`config.mk`:
```
export PLATFORM = sky130hd
export DESIGN_NAME = mash_ncl
export DESIGN_NICKNAME = d
export VERILOG_FILES = /design/src/rtl/ddsm_pkg.sv /design/src/rtl/ddsm_delay.sv /design/src/rtl/mash_ncl.sv
export SDC_FILE = /design/constraint.sdc
export NUM_CORES = 1
export LEC_CHECK = 0
export ABC_CLOCK_PERIOD_IN_PS = 4100
export CAP_MARGIN = 25
export CORE_UTILIZATION = 40
export CTS_CLUSTER_SIZE = 8
export DETAILED_ROUTE_END_ITERATION = 12
export PLACE_DENSITY = 0.59
export SYNTH_ARGS = -nofsm -noshare
export SYNTH_HDL_FRONTEND = slang
export SYNTH_HIERARCHICAL = 1
export SYNTH_SLANG_ARGS = --single-unit
```
`constraint.sdc`:
```
create_clock -name i_clk -period 4.1 [get_ports i_clk]
set_clock_uncertainty 0.05 [all_clocks]
set_input_delay 0.615 -clock i_clk [delete_from_list [all_inputs] [get_ports i_clk]]
set_output_delay 0.615 -clock i_clk [all_outputs]
set_load 0.1 [all_outputs]
```
`src/rtl/ddsm_pkg.sv`:
```
// Shared DDSM definitions: MASH order encodings, combiner width and the
// divider-modulus saturation helpers.
package ddsm_pkg;

  localparam int Y_WIDTH = 4;

  typedef enum logic [1:0] {
    ORDER_1 = 2'd1,
    ORDER_2 = 2'd2,
    ORDER_3 = 2'd3
  } order_e;

  // Raw order 0 is not a legal cascade depth and behaves as a first-order modulator.
  function automatic order_e decode_order(input logic [1:0] raw);
    case (raw)
      2'd2:    return ORDER_2;
      2'd3:    return ORDER_3;
      default: return ORDER_1;
    endcase
  endfunction

  function automatic int clamp_div(input int s, input int max_v);
    if (s < 0)          return 0;
    else if (s > max_v) return max_v;
    else                return s;
  endfunction

  function automatic logic is_sat(input int s, input int max_v);
    return (s < 0) || (s > max_v);
  endfunction

endpackage

```
`src/rtl/ddsm_delay.sv`:
```
// Enabled depth-N, width-1 shift register used to time-align EFM carries.
module ddsm_delay #(
  parameter int DEPTH = 1
) (
  input  logic i_clk,
  input  logic i_rst,
  input  logic i_en,
  input  logic i_d,
  output logic o_q
);

  logic [DEPTH-1:0] sr;

  // NOTE: this is a handful of flops, not a RAM, so it takes a reset; a
  // mid-stream reset must not leak stale carries into the refilled output.
  if (DEPTH == 1) begin : g_single
    always_ff @(posedge i_clk) begin
      if (i_rst)     sr <= '0;
      else if (i_en) sr <= i_d;
    end
  end else begin : g_multi
    always_ff @(posedge i_clk) begin
      if (i_rst)     sr <= '0;
      else if (i_en) sr <= {sr[DEPTH-2:0], i_d};
    end
  end

  assign o_q = sr[DEPTH-1];

endmodule

```
`src/rtl/mash_ncl.sv`:
```
// MASH 1-1-1 noise-cancellation combiner: aligns the EFM carries, applies the
// (1-z^-1) network, adds the integer ratio and registers a saturated modulus.
module mash_ncl
  import ddsm_pkg::*;
#(
  parameter int P_INT_WIDTH = 8,
  parameter int P_STAGE_LAT = 1
) (
  input  logic                   i_clk,
  input  logic                   i_rst,
  input  logic                   i_en,
  input  logic [1:0]             i_order,
  input  logic [P_INT_WIDTH-1:0] i_int,
  input  logic                   i_q1,
  input  logic                   i_q2,
  input  logic                   i_q3,
  output logic [P_INT_WIDTH-1:0] o_div,
  output logic                   o_valid,
  output logic                   o_sat
);

  localparam int FILL    = 2 * P_STAGE_LAT + 2;
  localparam int CNT_W   = $clog2(FILL + 1);
  localparam int S_WIDTH = P_INT_WIDTH + 2;
  localparam int MAX_DIV = (1 << P_INT_WIDTH) - 1;

  logic a1, a2, a2d, a3d, a3dd;
  logic [CNT_W-1:0] fill_cnt, fill_next;
  order_e order;
  logic signed [Y_WIDTH-1:0] y;
  logic signed [S_WIDTH-1:0] s;

  ddsm_delay #(.DEPTH(2 * P_STAGE_LAT)) u_align_a1 (
    .i_clk(i_clk), .i_rst(i_rst), .i_en(i_en), .i_d(i_q1), .o_q(a1)
  );

  ddsm_delay #(.DEPTH(P_STAGE_LAT)) u_align_a2 (
    .i_clk(i_clk), .i_rst(i_rst), .i_en(i_en), .i_d(i_q2), .o_q(a2)
  );

  // NOTE: y is assigned before any conditional update so no path leaves it
  // unassigned; that keeps this block purely combinational.
  always_comb begin
    order = decode_order(i_order);
    y = Y_WIDTH'(a1);
    if (order != ORDER_1) y = y + Y_WIDTH'(a2) - Y_WIDTH'(a2d);
    if (order == ORDER_3) y = y + Y_WIDTH'(i_q3) - Y_WIDTH'({a3d, 1'b0}) + Y_WIDTH'(a3dd);
    s = $signed({2'b00, i_int}) + $signed({{(S_WIDTH - Y_WIDTH){y[Y_WIDTH-1]}}, y});
    fill_next = (fill_cnt == CNT_W'(FILL)) ? fill_cnt : fill_cnt + 1'b1;
  end

  // NOTE: all state updates use non-blocking assignments so every register
  // samples pre-edge values, e.g. a3dd picks up the old a3d, not the new one.
  always_ff @(posedge i_clk) begin
    if (i_rst) begin
      a2d      <= 1'b0;
      a3d      <= 1'b0;
      a3dd     <= 1'b0;
      fill_cnt <= '0;
      o_div    <= '0;
      o_sat    <= 1'b0;
      o_valid  <= 1'b0;
    end else begin
      o_valid <= 1'b0;
      if (i_en) begin
        a2d      <= a2;
        a3d      <= i_q3;
        a3dd     <= a3d;
        fill_cnt <= fill_next;
        o_div    <= P_INT_WIDTH'(clamp_div(int'(s), MAX_DIV));
        o_sat    <= is_sat(int'(s), MAX_DIV);
        o_valid  <= (fill_next == CNT_W'(FILL));
      end
    end
  end

endmodule

```
After elaboration in Yosys (flattened, before gate mapping)
Cells that the tools add are included.
{"block": "classes", "mux": 6, "eq_ne": 6, "n_lt_le_gt_ge": 2, "reduce_logical": 2, "add_sub_neg": 7, "bitwise_logic": 1}
{"operator": "two-way mux 8 bit", "count": 2}
{"operator": "adder 9 x 4 -> 10 bit", "count": 1}
{"operator": "greater-than comparator 10 x 9 -> 1 bit, second input constant", "count": 1}
{"operator": "< comparator 10 x 1 -> 1 bit, second input constant", "count": 1}
{"operator": "adder 4 x 1 -> 4 bit", "count": 2}
{"operator": "two-way mux 4 bit", "count": 2}
{"operator": "equality test 2 bit, second input constant", "count": 3}
{"operator": "equality test 3 bit, second input constant", "count": 2}
{"operator": "case mux 2 bit (2 select lines)", "count": 1}
{"operator": "subtractor 4 x 2 -> 4 bit", "count": 1}
{"operator": "adder 3 x 1 -> 3 bit, second input constant", "count": 1}
{"operator": "two-way mux 3 bit", "count": 1}
{"operator": "subtractor 2 x 1 -> 3 bit", "count": 1}
{"operator": "adder 1 x 1 -> 2 bit", "count": 1}
{"operator": "inequality test 2 x 1 -> 1 bit, second input constant", "count": 1}
{"operator": "OR reduction 2 bit", "count": 1}
{"operator": "logical OR 1 bit", "count": 1}
{"operator": "inverter 1 bit", "count": 1}
{"block": "totals", "inputBits": 16, "elab_cells": 33, "reg_bits": 19}

Longest topological paths before layout
{"block": "depth", "ltp_word": 12, "depth_mapped": 20, "ltp_nobuf": 20}

Modules after synthesis
Netlist, hierarchy kept.
{"module": "mash_ncl", "n_inst": 1, "area_per_inst_um2": 1358.8, "seq_area_each_um2": 320.3, "cells_each": 150}
{"module": "ddsm_delay (u_align_a1)", "n_inst": 1, "area_per_inst_um2": 67.6, "seq_area_each_um2": 40.0, "cells_each": 6}
{"module": "ddsm_delay (u_align_a2)", "n_inst": 1, "area_per_inst_um2": 33.8, "seq_area_each_um2": 20.0, "cells_each": 3}

Least setup slack after synthesis
OpenSTA, ideal clock, no wires.
{"block": "synth_timing", "path_kind": "reg-to-reg", "from": "reg u_align_a2.sr (netlist: u_align_a2/o_q)", "to": "reg o_sat", "setup_ps": 118, "period_less_slack_ps": 3611, "stages_incl_launch_ff": 20, "slack_ps": 489, "path_buffers": 0, "arrival_ps": 3443, "cell_sequence": "dfxtp_1 inv_1 ha_1 inv_1 ha_1 inv_1 ha_1 nor2b_1 ha_1 nand2b_1 a211o_1 and2_2 inv_2 ha_1 or3_4 o22ai_2 a31oi_2 mux2i_4 nor2b_1 nor3_2"}
{"block": "synth_between", "elab_chain_cells": 10, "word_cells_on_any_way": 11, "classes_between": "add/sub: 6; order compare: 2; mux: 2; reduce/logical: 1"}
{"element": "start: declaration", "line": "ddsm_delay.sv:12", "text": "logic [DEPTH-1:0] sr;"}
{"element": "start signal: assignment", "line": "ddsm_delay.sv:19", "text": "else if (i_en) sr <= i_d;"}
{"element": "adder 1 x 1 -> 2 bit (*)", "line": "mash_ncl.sv:46", "text": "if (order != ORDER_1) y = y + Y_WIDTH'(a2) - Y_WIDTH'(a2d);"}
{"element": "subtractor 2 x 1 -> 3 bit (*)", "line": "mash_ncl.sv:46"}
{"element": "two-way mux 4 bit (*)", "line": "mash_ncl.sv:46"}
{"element": "adder 4 x 1 -> 4 bit", "line": "mash_ncl.sv:47", "text": "if (order == ORDER_3) y = y + Y_WIDTH'(i_q3) - Y_WIDTH'({a3d, 1'b0}) + Y_WIDTH'(a3dd);"}
{"element": "subtractor 4 x 2 -> 4 bit", "line": "mash_ncl.sv:47"}
{"element": "adder 4 x 1 -> 4 bit", "line": "mash_ncl.sv:47"}
{"element": "two-way mux 4 bit (*)", "line": "mash_ncl.sv:47"}
{"element": "adder 9 x 4 -> 10 bit (*)", "line": "mash_ncl.sv:48", "text": "s = $signed({2'b00, i_int}) + $signed({{(S_WIDTH - Y_WIDTH){y[Y_WIDTH-1]}}, y});"}
{"element": "< comparator 10 x 1 -> 1 bit or greater-than comparator 10 x 9 -> 1 bit (tied branches)", "line": "ddsm_pkg.sv:29", "text": "return (s < 0) || (s > max_v);"}
{"element": "logical OR 1 bit (*)", "line": "ddsm_pkg.sv:29"}
{"element": "end signal: assignment", "line": "mash_ncl.sv:71", "text": "o_sat <= is_sat(int'(s), MAX_DIV);"}
{"element": "end: declaration", "line": "mash_ncl.sv:19", "text": "output logic o_sat"}
Every way passes the cells marked *; elsewhere a longest branch is shown, timed or not.
A chain may end at the register's enable or synchronous reset.

Final worst setup path
Same ends and word-level chain as after synthesis.

==> impl_metrics.env <==
export IMPL_start_util_pct=42.7
export IMPL_crit_chain="inv_1 > ha_1 > inv_1 > ha_1 > inv_1 > ha_1 > nor2b_1 > ha_1 > nand2b_1 > a211o_1 > and2_4 > inv_4 > ha_2 > or3_4 > o22ai_2 > a31oi_2 > mux2i_4 > nor2b_1 > nor3_2"
export IMPL_min_to="o_div[7]"
export IMPL_synth_edff_count=0
export IMPL_fin_crit_sh_pct=92.8
export IMPL_cts_setup_buffers=0
export IMPL_yosysWarningCount=6
export IMPL_place_area_um2=1720
export IMPL_fin_ws_ns=0.294
export IMPL_synth_main_ff_cell="dfxtp_1"
export IMPL_cts_resized_gates=0
export IMPL_dieWidth_um=62.4
export IMPL_gp_congestion=0.801
export IMPL_slowest_delay_ns=0.36
export IMPL_area_sequential_um2=380
export IMPL_row_count=21
export IMPL_rsz0062_at_grt="no"
export IMPL_vias_per_cell=5.06
export IMPL_root_buffer="clkbuf_4"
export IMPL_cts_path_max_buffers=2
export IMPL_die_area_um2=3900
export IMPL_antenna_left=0
export IMPL_tightest_slew_ns=0.981
export IMPL_leakage_nw=0.739
export IMPL_path_clk_slew_ns=0.11
export IMPL_fin_area_um2=1780
export IMPL_dr_first_iter_drc_count=30
export IMPL_syn_avg_cell_area_um2=9.18
export IMPL_multiInputGateArea_um2=1020
export IMPL_hpwl_um=2190
export IMPL_fmax_mhz=263
export IMPL_grt_use_total_pct=14.7
export IMPL_num_vias=1170
export IMPL_numCtsBuffers=3
export IMPL_syn_num_nets=195
export IMPL_period_needed_ns=3.81
export IMPL_post_place_ws_ns=0.0358
export IMPL_dp_cells=226
export IMPL_syn_to_final_growth_pct=22.0
export IMPL_clk_latency_ns=0.29
export IMPL_crit_path_top_delay_cell="dfxtp_1"
export IMPL_cts_tree="built"
export IMPL_cts_num_sinks=19
export IMPL_hold_class="reg -> reg"
export IMPL_syn_cell_area_um2=1460
export IMPL_ios=26
export IMPL_start_kind="register"
export IMPL_synth_area_leader_cell="dfxtp_1"
export IMPL_grt_pass1_wl_um=4700
export IMPL_critPathRequiredTime_ns=4.22
export IMPL_cp_arrival_ns=3.92
export IMPL_worstPathMaxFanout=9
export IMPL_numPortBuffers=25
export IMPL_p_per_area_nw_per_um2=288
export IMPL_core_area_um2=3420
export IMPL_tns_ns=0
export IMPL_irDropWorstVdd_uv=185
export IMPL_netlist_instances=159
export IMPL_cpMostUsedCell="ha_1"
export IMPL_firstDrtPassIters=3
export IMPL_min_path_cells=2
export IMPL_layout_common_cells="clkdlybuf4s50_1, dfxtp_1, a21oi_1"
export IMPL_grt_max_degree=23
export IMPL_setup_violations=0
export IMPL_ys_ff_latch=19
export IMPL_endpoint_kind="register"
export IMPL_yosysSeqAreaShare_pct=26.0
export IMPL_drive_gt1_share_pct=13.5
export IMPL_async_reset_ff_share_pct=0
export IMPL_critical_path_class="reg -> reg"
export IMPL_cts_hold_buf=0
export IMPL_synth_top_area_share_pct=26.0
export IMPL_wl_per_cell_um=11.9
export IMPL_hold_viol=0
export IMPL_antenna_cells=0
export IMPL_nets=222
export IMPL_layoutNonFillerInstCount=231
export IMPL_fillers=336
export IMPL_grt_pass1_vias=1119
export IMPL_final_common_cell="clkdlybuf4s50_1"
export IMPL_drc=0
export IMPL_finalPower_uw=513
export IMPL_min_from="o_div[7]"
export IMPL_startpoint="u_align_a2/o_q"
export IMPL_dieHeight_um=62.4
export IMPL_drt_total_wl_um=2740
export IMPL_antenna_found_initial=0
export IMPL_reg2reg_to="o_sat"
export IMPL_h_tree_depth=1
export IMPL_drv_slew=0
export IMPL_synth_area_leaders="dfxtp_1, ha_1, a21oi_1"
export IMPL_reg2reg_depth=19
export IMPL_status="finished clean"
export IMPL_slew_headroom_pct=34.4
export IMPL_r2r_start="u_align_a2/o_q"
export IMPL_overflow=0
export IMPL_max_cap_viol_count=0
export IMPL_synth_lib_cells_used_distinct=40
export IMPL_rrSetupSlack_ns=0.29
-- cells in the mapped netlist (2+ instances only) --
| library cell | count |
|---|---|
| nor2_1 | 11 |
| nor3_1 | 3 |
| o22ai_2 | 2 |
| a311oi_1 | 2 |
| a211o_1 | 2 |
| a21oi_1 | 18 |
| mux2i_1 | 9 |
| ha_1 | 18 |
| fa_1 | 2 |
| o21ai_1 | 8 |
| or2b_2 | 3 |
| xnor2_1 | 6 |
| nand2_1 | 8 |
| xor2_1 | 2 |
| inv_1 | 12 |
| nand3_1 | 3 |
| nand2b_1 | 2 |
| nor2b_1 | 5 |
| dfxtp_1 | 19 |
| nand2b_2 | 4 |
-- per-stage QoR --
stage	hold WS, ns	util, %
global route	0.443	52.2
finish	0.421	52.2
detailed placement	0.413	50.4
global placement	0.405	50.4
floorplan	0.410	-
CTS	0.428	51.2
-- worst max-delay path by stage --
stage	endpoint	depth (start not counted)
6_report	o_sat	19
5_1_grt	o_div[3]	19
4_1_cts	o_sat	19
3_5_place_dp	o_sat	14
3_3_place_gp	o_sat	14
2_1_floorplan	o_sat	19
-- power breakdown --
group,internal [mW],leakage (nW),switching [mW]
Sequential,0.199,0.156,0.00926
Combinational,0.0795,0.568,0.134
Clock,0.0378,0.0150,0.0533
Total,0.316,0.739,0.197
-- area by class of cell --
class / instances / share of cell area [%]
flip-flops and latches: 19 / 21.3
multi-input cells: 124 / 57.0
repair buffers: 25 / 14.0
well taps: 46 / 3.23
inverters: 13 / 2.88
clock buffers: 4 / 1.47
-- logic make-up after synthesis --
family / after synthesis / synth area share (%)
DFF: 19 / 26.0
AOI/OAI and AO/OA: 39 / 17.4
xor gates and xnor gates: 9 / 6.68
buffers and inverters: 17 / 6.43
and+or+nand+nor: 45 / 17.6
muxes: 10 / 7.71
adders and majority gates: 20 / 18.2
-- worst max-delay path, delay by kind of cell (launching register included) --
family          cells  cell delay [ns]
compound gates      3             0.61
fa+ha+maj           5             1.20
buf+inv             4             0.24
flops               1             0.36
mux                 1             0.35
simple gates        6             0.89
-- flip-flops by register name, summed over array words and instances (netlist names) --
| signal | flops |
|---|---|
| a3d | 1 |
| a3dd | 1 |
| o_valid | 1 |
| u_align_a2/o_q | 1 |
| a2d | 1 |
| o_sat | 1 |
| u_align_a1/sr | 2 |
| fill_cnt | 3 |
| o_div | 8 |
-- layer usage --
metal / up-vias / GRT usage, % / wire [um]
met2: 15 / 27.0 / 1390
met1: 546 / 16.4 / 1240
met5: - / 0 / 0
li1: 607 / - / -
met3: 2 / 4.38 / 100
met4: 0 / 3.20 / 13
Power figures use the tool's default switching activity.
